### src/rtl/fetch_pkg.sv
// Shared definitions for the instruction fetch stage: FSM state encoding,
// default bus widths and the highest program memory address.
package fetch_pkg;

    localparam int DEFAULT_ADDR_W  = 5;
    localparam int DEFAULT_INSTR_W = 8;
    localparam int MAX_ADDR        = (1 << DEFAULT_ADDR_W) - 1;

    typedef enum logic [1:0] {
        IDLE  = 2'd0,
        REQ   = 2'd1,
        VALID = 2'd2,
        HALT  = 2'd3
    } fetch_state_t;

endpackage

### src/rtl/instr_fetch_instr_reg.sv
// Instruction register: captures the fetched word and the address it came
// from on a load strobe, holds them otherwise, clears on async reset.
module instr_reg
    import fetch_pkg::*;
#(
    parameter int ADDR_W  = DEFAULT_ADDR_W,
    parameter int INSTR_W = DEFAULT_INSTR_W
) (
    input  logic               clk,
    input  logic               rstn,
    input  logic               load_i,
    input  logic [INSTR_W-1:0] data_i,
    input  logic [ADDR_W-1:0]  pc_i,
    output logic [INSTR_W-1:0] data_o,
    output logic [ADDR_W-1:0]  pc_o
);

    logic [INSTR_W-1:0] data_q;
    logic [ADDR_W-1:0]  pc_q;

    // Latch word and source address together so decode always sees a matching pair
    always_ff @(posedge clk or negedge rstn) begin
        if (!rstn) begin
            data_q <= '0;
            pc_q   <= '0;
        end else if (load_i) begin
            data_q <= data_i;
            pc_q   <= pc_i;
        end
    end

    assign data_o = data_q;
    assign pc_o   = pc_q;

endmodule

### src/rtl/instr_fetch.sv
// Instruction fetch stage between the PC and decode. Reads program memory at
// the current PC over req/ack, latches the word, hands it to decode over
// valid/ready and turns decode jumps into PC load strobes with a flush.
// Optional feature macro: FETCH_WRAP_HALT_EN stops fetching after the PC
// wraps until decode issues a jump.
module instr_fetch
    import fetch_pkg::*;
#(
    parameter int ADDR_W  = DEFAULT_ADDR_W,
    parameter int INSTR_W = DEFAULT_INSTR_W
) (
    input  logic               clk,
    input  logic               rstn,
    input  logic [ADDR_W-1:0]  pc_val,
    input  logic               pc_wrapped,
    output logic               pc_inc,
    output logic               pc_overwrite,
    output logic [ADDR_W-1:0]  pc_new_val,
    output logic               mem_req,
    output logic [ADDR_W-1:0]  mem_addr,
    input  logic               mem_ack,
    input  logic [INSTR_W-1:0] mem_rdata,
    output logic               ir_valid,
    input  logic               ir_ready,
    output logic [INSTR_W-1:0] ir_data,
    output logic [ADDR_W-1:0]  ir_pc,
    input  logic               jump_req,
    input  logic [ADDR_W-1:0]  jump_target,
    output logic               halted
);

`ifdef FETCH_WRAP_HALT_EN
    localparam logic HALT_EN = 1'b1;
`else
    localparam logic HALT_EN = 1'b0;
`endif

    fetch_state_t state_q, state_d;
    logic         irLoad;
    logic         wrapToHalt;

    // Without the halt feature the wrap flag never redirects the FSM
    assign wrapToHalt = HALT_EN & pc_wrapped;

    // State register; async reset abandons any in-flight request at once
    always_ff @(posedge clk or negedge rstn) begin
        if (!rstn) begin
            state_q <= IDLE;
        end else begin
            state_q <= state_d;
        end
    end

    // Next state and IR load; a jump overrides everything and discards any ack
    always_comb begin
        state_d = state_q;
        irLoad  = 1'b0;
        case (state_q)
            IDLE: begin
                state_d = REQ;
            end
            REQ: begin
                if (mem_ack) begin
                    irLoad  = 1'b1;
                    state_d = VALID;
                end
            end
            VALID: begin
                if (ir_ready) begin
                    state_d = wrapToHalt ? HALT : REQ;
                end
            end
            HALT: begin
                state_d = HALT;
            end
            default: begin
                state_d = IDLE;
            end
        endcase
        if (jump_req) begin
            irLoad  = 1'b0;
            state_d = REQ;
        end
    end

    assign mem_req      = (state_q == REQ);
    assign mem_addr     = mem_req ? pc_val : '0;
    assign pc_inc       = irLoad;
    assign ir_valid     = (state_q == VALID);
    assign pc_overwrite = jump_req & rstn;
    assign pc_new_val   = pc_overwrite ? jump_target : '0;
    assign halted       = HALT_EN & (state_q == HALT);

    instr_reg #(
        .ADDR_W (ADDR_W),
        .INSTR_W(INSTR_W)
    ) instrReg (
        .clk   (clk),
        .rstn  (rstn),
        .load_i(irLoad),
        .data_i(mem_rdata),
        .pc_i  (pc_val),
        .data_o(ir_data),
        .pc_o  (ir_pc)
    );

endmodule

### config.mk
export PLATFORM = sky130hd
export DESIGN_NAME = instr_fetch
export DESIGN_NICKNAME = d
export VERILOG_FILES = /design/src/rtl/fetch_pkg.sv /design/src/rtl/instr_fetch_instr_reg.sv /design/src/rtl/instr_fetch.sv
export SDC_FILE = /design/constraint.sdc
export NUM_CORES = 1
export LEC_CHECK = 0
export ABC_CLOCK_PERIOD_IN_PS = 3500
export CORE_MARGIN = 2
export CORE_UTILIZATION = 36
export DETAILED_ROUTE_END_ITERATION = 8
export PLACE_DENSITY = 0.82
export SLEW_MARGIN = 25
export SYNTH_ARGS = -nofsm -noshare
export SYNTH_HDL_FRONTEND = slang
export SYNTH_SLANG_ARGS = --single-unit
### constraint.sdc
create_clock -name clk -period 3.5 [get_ports clk]
set_clock_uncertainty 0.15 [all_clocks]
set_input_delay 0.7 -clock clk [delete_from_list [all_inputs] [get_ports clk]]
set_output_delay 0.7 -clock clk [all_outputs]
set_load 0.03 [all_outputs]
After elaboration in Yosys (flattened, before gate mapping)
Index checks and enable logic that the tools add are counted.
Widths: inputs -> output; s select.
- input port bits: 24
- logic and storage cells: 20
- output and inout port bits: 28
- bits in registers: 15
- reduce and logical (&&, ||, !) cells: 2
- bitwise operators: 1
- equality and inequality tests: 5
- mux-type cells: 9
- operators by type and width (operator ; number):
    $mux 5 ; 2
    $pmux 2 s4 ; 1
    $mux 2 ; 3
    $ne 3x1->1 const B ; 2
    $eq 2x2->1 const B ; 2
    $mux 1 ; 3
    $eq 2x1->1 const B ; 1
    $logic_not 2->1 ; 1
    $reduce_and 2->1 ; 1
    $and 1x1->1 ; 1

Longest topological paths before layout
Gate-level depths: netlist of the first run.
- word-level depth: 3
- depth in mapped cells: 5

Hierarchy
Synthesis of the first run repeated with hierarchy kept, for this count alone.
- cells, all modules: 51
- area, all modules: 718.2 um2
- by module, submodules not included (module ; area each (um2) ; times used ; cells an instance ; seq. area each (um2)):
    instr_reg ; 520.5 ; 1 ; 27 ; 325.3
    instr_fetch ; 197.7 ; 1 ; 24 ; 50.0

Worst setup path before layout of the first run
OpenSTA, ideal clock, no wires.
- kind: in2out
- start: in jump_req
- end: out pc_inc
- path slack: 1.483 ns
- cell stages on the path: 3
- path buffers: 2
- data required time: 2.650 ns
- arrival: 1.167 ns
- cell sequence: and3b_1 -> buf_6 -> buf_12
- word-level cells in the longest chain between the ends: 1
- ends and longest elaborated chain (what ; RTL line ; RTL):
    start: declaration ; instr_fetch.sv:27 ; input logic jump_req,
    $mux 1 ; instr_fetch.sv:80 ; if (jump_req) begin
    end: declaration ; instr_fetch.sv:16 ; output logic pc_inc,
Every way passes these cells.

Worst setup path after layout of the first run
- start: in jump_req
- end: out pc_new_val[0]
- word-level cells in the longest chain between the ends: 2
- ends and longest elaborated chain (what ; RTL line ; RTL):
    $and 1x1->1 ; instr_fetch.sv:90 ; assign pc_overwrite = jump_req & rstn;
    $mux 5 ; instr_fetch.sv:91 ; assign pc_new_val = pc_overwrite ? jump_target : '0;
    end: declaration ; instr_fetch.sv:18 ; output logic [ADDR_W-1:0] pc_new_val,
Every way passes these cells.

==> results.ini, run 1 <==
[place]
instance_area_after_placement_mm2=0.00123
weighted_congestion_reported_at_the_end_of_routability_driven_placement=0.640
dp_hpwl_um=1450
dp_slack_ps=483
placement.io_buffers=49

[worst_setup_path]
worst-setup-path-type=in2out
cp-end-kind=output pin
critical_path.max_fanout=9
worst-endpoint-arrival_ps=2150
worstSetupStartpointType=input pin
required_time_reported_for_the_critical_path_endpoint_ps=2650
worstRegToRegCells=4

[die]
die_w_um=49.0
initial_utilization_pct=37.5
dieHeight_um=49.0
row_count=16
floorplan.die_area_mm2=0.00240
ioPinCount=52
floorplan.core_area_mm2=0.00194

[cells_and_area]
final_nets=129
syn2layout_area_growth_pct=72.5
final_layout_size_suffix_gt1_share_pct=20.2
num_antenna_cells=0
nFillCells=158
post-route-cell-area_mm2=0.00126

[timing]
timing.final.crit_share_pct=85.8
rsz0062_at_grt=false
timing.hold.ws_ps=368
clock.fmax_mhz=333
setup_viol_count_final=0
finalCriticalPeriod_ps=3000
postLayoutSetupSlackWorst_ps=496
report.final.hold_viol_count=0
setup_tns_ps=0
timing_max_transition_violations_final=0

[power]
cell_internal_power_mw=0.399
vdd.ir_drop.worst_v=0.000238
sequentialPowerShare_pct=37.1
leakagePower_nw=0.549
powerDensity_mw_per_mm2=493
power.switching_mw=0.220
p_total_mw=0.619
power.clock.fraction_pct=16.2
p_comb_share_pct=46.7
sw_frac_of_total_pct=35.5

[routing]
first_pass_iters=1
antenna_violating_nets_post_route=0
vias_per_cell=4.53
detail_route.iter0.violations=0
vias=594
drt_drc_violations_left=0
post_route_wl_um=1790
avgRoutedWirePerCell_um=13.7

[grt]
grt_util_all_layers_pct=15.8
grt_first_pass_wirelength_um=2930
grt_overflow_total=0
antenna_found_initial=0
grt_start_max_net_pins=16
grt_pass1_vias=600

[synthesis]
async_flop_share_pct=100
ys_seq_area_share_pct=51.5
mappedNetlistArea_um2=728
yosys.area.top_type=sky130_fd_sc_hd__dfrtp_1
synth.most_common_cell=sky130_fd_sc_hd__dfrtp_1
netlist_top_cells_area=sky130_fd_sc_hd__dfrtp_1 (52%), sky130_fd_sc_hd__mux2_4 (19%), sky130_fd_sc_hd__mux2_2 (6.2%)
mappedNetlistNets=76
yosys.area.top_type_share_pct=51.5
mapped_cells=52
synth.avg_cell_area_um2=14.0
yosys_register_bits=15
synth_warnings=0
synth_enable_flop_cells=0
most_frequent_cells_after_synthesis=sky130_fd_sc_hd__dfrtp_1 (15), sky130_fd_sc_hd__mux2_4 (9), sky130_fd_sc_hd__and2_1 (6), sky130_fd_sc_hd__and3_1 (5), sky130_fd_sc_hd__mux2_2 (4)
library_cells_used_by_synthesis=18
synth-main-ff-cell=sky130_fd_sc_hd__dfrtp_1

[status]
run_status=complete, no violations

[clock_network]
cts_buffer_depth=2
clk_root_buffer_cell=sky130_fd_sc_hd__clkbuf_4
cts.htree.levels=1
cts_resized=0
clkTransAtPathRegs_ps=100
cts_made_buffers=3
post_cts_setup_buffer_count=0
insertion_delay_ps=270
clock_sinks=15
cts.hold.buffers_added=0
tritoncts=yes

[min_path]
hp-class=reg2reg
hold-path-cell-count=1

[run]
maxCapViolations=0

flip-flops by register name, summed over array words and instances, names as in the netlist:
register         count
state_q              2
instrReg.data_o      8
instrReg.pc_o        5
per-layer routing:
layer	global-route usage [%]	up-vias	share of wire, %
met1	20.4	276	43
met2	26.7	37	49
met5	0	-	0
li1	-	279	-
met3	4.60	2	7.9
met4	2.86	0	0.22
power by group through the flow:
| stage | clock network [mW] | logic, mW | registers, mW |
|---|---|---|---|
| after CTS | 0.104 | 0.292 | 0.230 |
| after global placement | 0 | 0.286 | 0.230 |
| after detailed placement | 0 | 0.290 | 0.234 |
| after global routing | 0.113 | 0.301 | 0.235 |
| final | 0.100 | 0.289 | 0.230 |
| after floorplan | 0 | 0.0910 | 0.303 |
layout by cell type, fill, tap and decap left out, types with 3 or more instances in the layout:
cell	n
sky130_fd_sc_hd__clkdlybuf4s50_1	48
sky130_fd_sc_hd__dfrtp_1	15
sky130_fd_sc_hd__mux2_4	9
sky130_fd_sc_hd__and2_1	6
sky130_fd_sc_hd__and3_1	5
sky130_fd_sc_hd__mux2_2	4
sky130_fd_sc_hd__clkbuf_4	3
sky130_fd_sc_hd__buf_4	3
metrics by stage:
step | utilization, % | instances
5_1_grt | 64.7 | 131
3_5_place_dp | 63.1 | 127
2_1_floorplan | - | 52
4_1_cts | 64.7 | 131
3_3_place_gp | 63.1 | 127
6_report | 64.7 | 131
critical path, stage by stage:
cell	delay, ps
sky130_fd_sc_hd__clkdlybuf4s50_1	590
sky130_fd_sc_hd__and3_1	190
sky130_fd_sc_hd__clkdlybuf4s50_1	670
cell type report:
class                   count  area [um^2]  share of cell area [%]
clock inverters             1         7.51                   0.598
inverters                   1         3.75                   0.299
flip-flops and latches     15          375                    29.9
multi-input cells          33          310                    24.7
clock buffers               3         22.5                    1.79
well taps                  27         33.8                    2.69
repair buffers             51          503                    40.0
path summary, 6_finish.rpt:
path	from	endpoint	slack, ps
max in group asynchronous	rstn	instrReg.pc_o[3]	2290
max	jump_req	pc_new_val[0]	500
min reg2reg	instrReg.data_o[2]	instrReg.data_o[2]	370
min in group asynchronous	rstn	instrReg.data_o[1]	730
max reg2reg	state_q[1]	instrReg.pc_o[4]	1810
min	instrReg.data_o[2]	instrReg.data_o[2]	370
cell families after synthesis:
group           share of synthesized area, %
other cells                            0.515
simple gates                            14.8
buf+inv                                 5.84
flops                                   51.5
compound gates                          2.58
mux                                     24.7
No activity file was read; power rests on OpenSTA's default activity.
==> inputs of run 2 (changes only) <==
- ABC_CLOCK_PERIOD_IN_PS: 3500 -> 2790
- CORE_UTILIZATION: 36 -> 35
- CTS_BUF_LIST: unset -> sky130_fd_sc_hd__clkbuf_8
- PLACE_DENSITY: 0.82 -> 0.8
- clock period: 3.5 -> 2.79 ns (I/O delays scaled with it)
==> results.ini, run 2 (synthesized netlist as in run 1, its figures left out) <==
[clock_network]
clk_root_buffer_cell=sky130_fd_sc_hd__clkbuf_8
cts_resized=0  ; unchanged
cts.htree.levels=1  ; unchanged
post_cts_setup_buffer_count=0  ; unchanged
clock_sinks=15  ; unchanged
clkTransAtPathRegs_ps=60  ; -40 ps
cts.hold.buffers_added=0  ; unchanged
cts_buffer_depth=2  ; unchanged
insertion_delay_ps=240  ; -30 ps
tritoncts=yes
cts_made_buffers=3  ; unchanged

[place]
placement.io_buffers=49  ; unchanged
dp_hpwl_um=1410  ; -2.8%
weighted_congestion_reported_at_the_end_of_routability_driven_placement=0.696  ; +8.7%

[timing]
clock.fmax_mhz=395
finalCriticalPeriod_ps=2530
rsz0062_at_grt=false
setup_tns_ps=0  ; unchanged
report.final.hold_viol_count=0  ; unchanged
setup_viol_count_final=0  ; unchanged
timing.hold.ws_ps=360  ; -8.80 ps
timing.final.crit_share_pct=90.8
timing_max_transition_violations_final=0  ; unchanged

[cells_and_area]
nFillCells=166  ; +5.1%
mostFrequentLayoutCell=sky130_fd_sc_hd__clkdlybuf4s50_1
finalCoreUtilization_pct=64.9  ; +0.17 points
syn2layout_area_growth_pct=74.7
num_antenna_cells=0  ; unchanged
final_nets=131  ; +1.6%
final_layout_size_suffix_gt1_share_pct=27.4  ; +7.2 points
seqCellArea_um2=375  ; unchanged
most_frequent_cells_in_the_layout=sky130_fd_sc_hd__clkdlybuf4s50_1 (42), sky130_fd_sc_hd__dfrtp_1 (15), sky130_fd_sc_hd__buf_4 (11), sky130_fd_sc_hd__mux2_4 (9), sky130_fd_sc_hd__and2_1 (6)
multiInputGateArea_um2=310  ; unchanged
number_of_flip_flops_in_the_largest_register=8  ; unchanged

[routing]
avgRoutedWirePerCell_um=13.0  ; -5.1%
detail_route.iter0.violations=5  ; +5
vias=591  ; -0.51%
vias_per_cell=4.44  ; -2.0%
drt_drc_violations_left=0  ; unchanged
antenna_violating_nets_post_route=0  ; unchanged
first_pass_iters=2  ; +1
post_route_wl_um=1730  ; -3.7%

[power]
leakagePower_nw=0.581  ; +5.8%
vdd.ir_drop.worst_v=0.000586  ; +150%
powerDensity_mw_per_mm2=643  ; +31%
p_total_mw=0.818  ; +32%

[worst_setup_path]
critical_path.max_fanout=2  ; -7
worstSetupStartpointType=input pin
worst-endpoint-arrival_ps=1830  ; -320 ps
cp-end-kind=output pin
required_time_reported_for_the_critical_path_endpoint_ps=2080  ; -570 ps
worst-setup-path-type=in2out
worstRegToRegCells=4  ; unchanged

[grt]
antenna_found_initial=0  ; unchanged
grt_start_max_net_pins=10  ; -6
grt_pass1_vias=612  ; +2.0%
grt_first_pass_wirelength_um=2800  ; -4.5%
grt_util_all_layers_pct=15.2  ; -0.65 points
grt_overflow_total=0  ; unchanged

[die]
initial_utilization_pct=37.1  ; -0.38 points
dieHeight_um=49.6  ; +1.3%
row_count=16  ; unchanged
ioPinCount=52  ; unchanged
floorplan.die_area_mm2=0.00246  ; +2.6%
die_w_um=49.6  ; +1.3%
floorplan.core_area_mm2=0.00196  ; +1.0%

[run]
maxCapViolations=0  ; unchanged

[min_path]
hp-class=reg2reg
hold-path-cell-count=1  ; unchanged

[status]
run_status=complete, no violations

run 2: layout make-up:
cell class	count	area share (%)
multi-input combinational	33	24.4
tap	27	2.65
clock inverter	1	0.393
timing repair buffer	53	39.5
inverter	1	0.295
sequential	15	29.5
clock buffer	3	3.24
run 2: path summary, 6_finish.rpt:
path / slack (ps) / start / to
worst max-delay path: 260 / pc_val[3] / mem_addr[3]
worst min-delay path: 360 / instrReg.pc_o[1] / instrReg.pc_o[1]
max in group asynchronous: 1660 / rstn / instrReg.pc_o[0]
min in group asynchronous: 410 / rstn / instrReg.pc_o[4]
worst max register to register: 1130 / state_q[0] / instrReg.pc_o[0]
worst min register to register: 360 / instrReg.pc_o[1] / instrReg.pc_o[1]
run 2: stage by stage:
step                instance area [um^2]  std cells  worst slack (ps)
floorplan                            728         52               950
detailed placement                  1230        129               245
CTS                                 1270        133               237
global placement                    1230        129               266
finish                              1270        133               257
global route                        1270        133               212
run 2: critical path, cell delays in order:
cell and delay (ps):
sky130_fd_sc_hd__clkdlybuf4s50_1 470, sky130_fd_sc_hd__and2_1 120, sky130_fd_sc_hd__clkdlybuf4s50_1 670
run 2: layer usage:
metal	track usage (%)	vias up	routed length, um
met5	0	-	0
met4	4.17	0	12
met3	5.15	2	94
met2	26.2	25	878
met1	17.9	281	739
li1	-	283	-
run 2: report_power, final:
group          switching, mW  internal [mW]  leakage, nW
Combinational          0.178          0.184        0.380
Sequential            0.0255          0.264        0.176
Clock                 0.0689         0.0985       0.0255
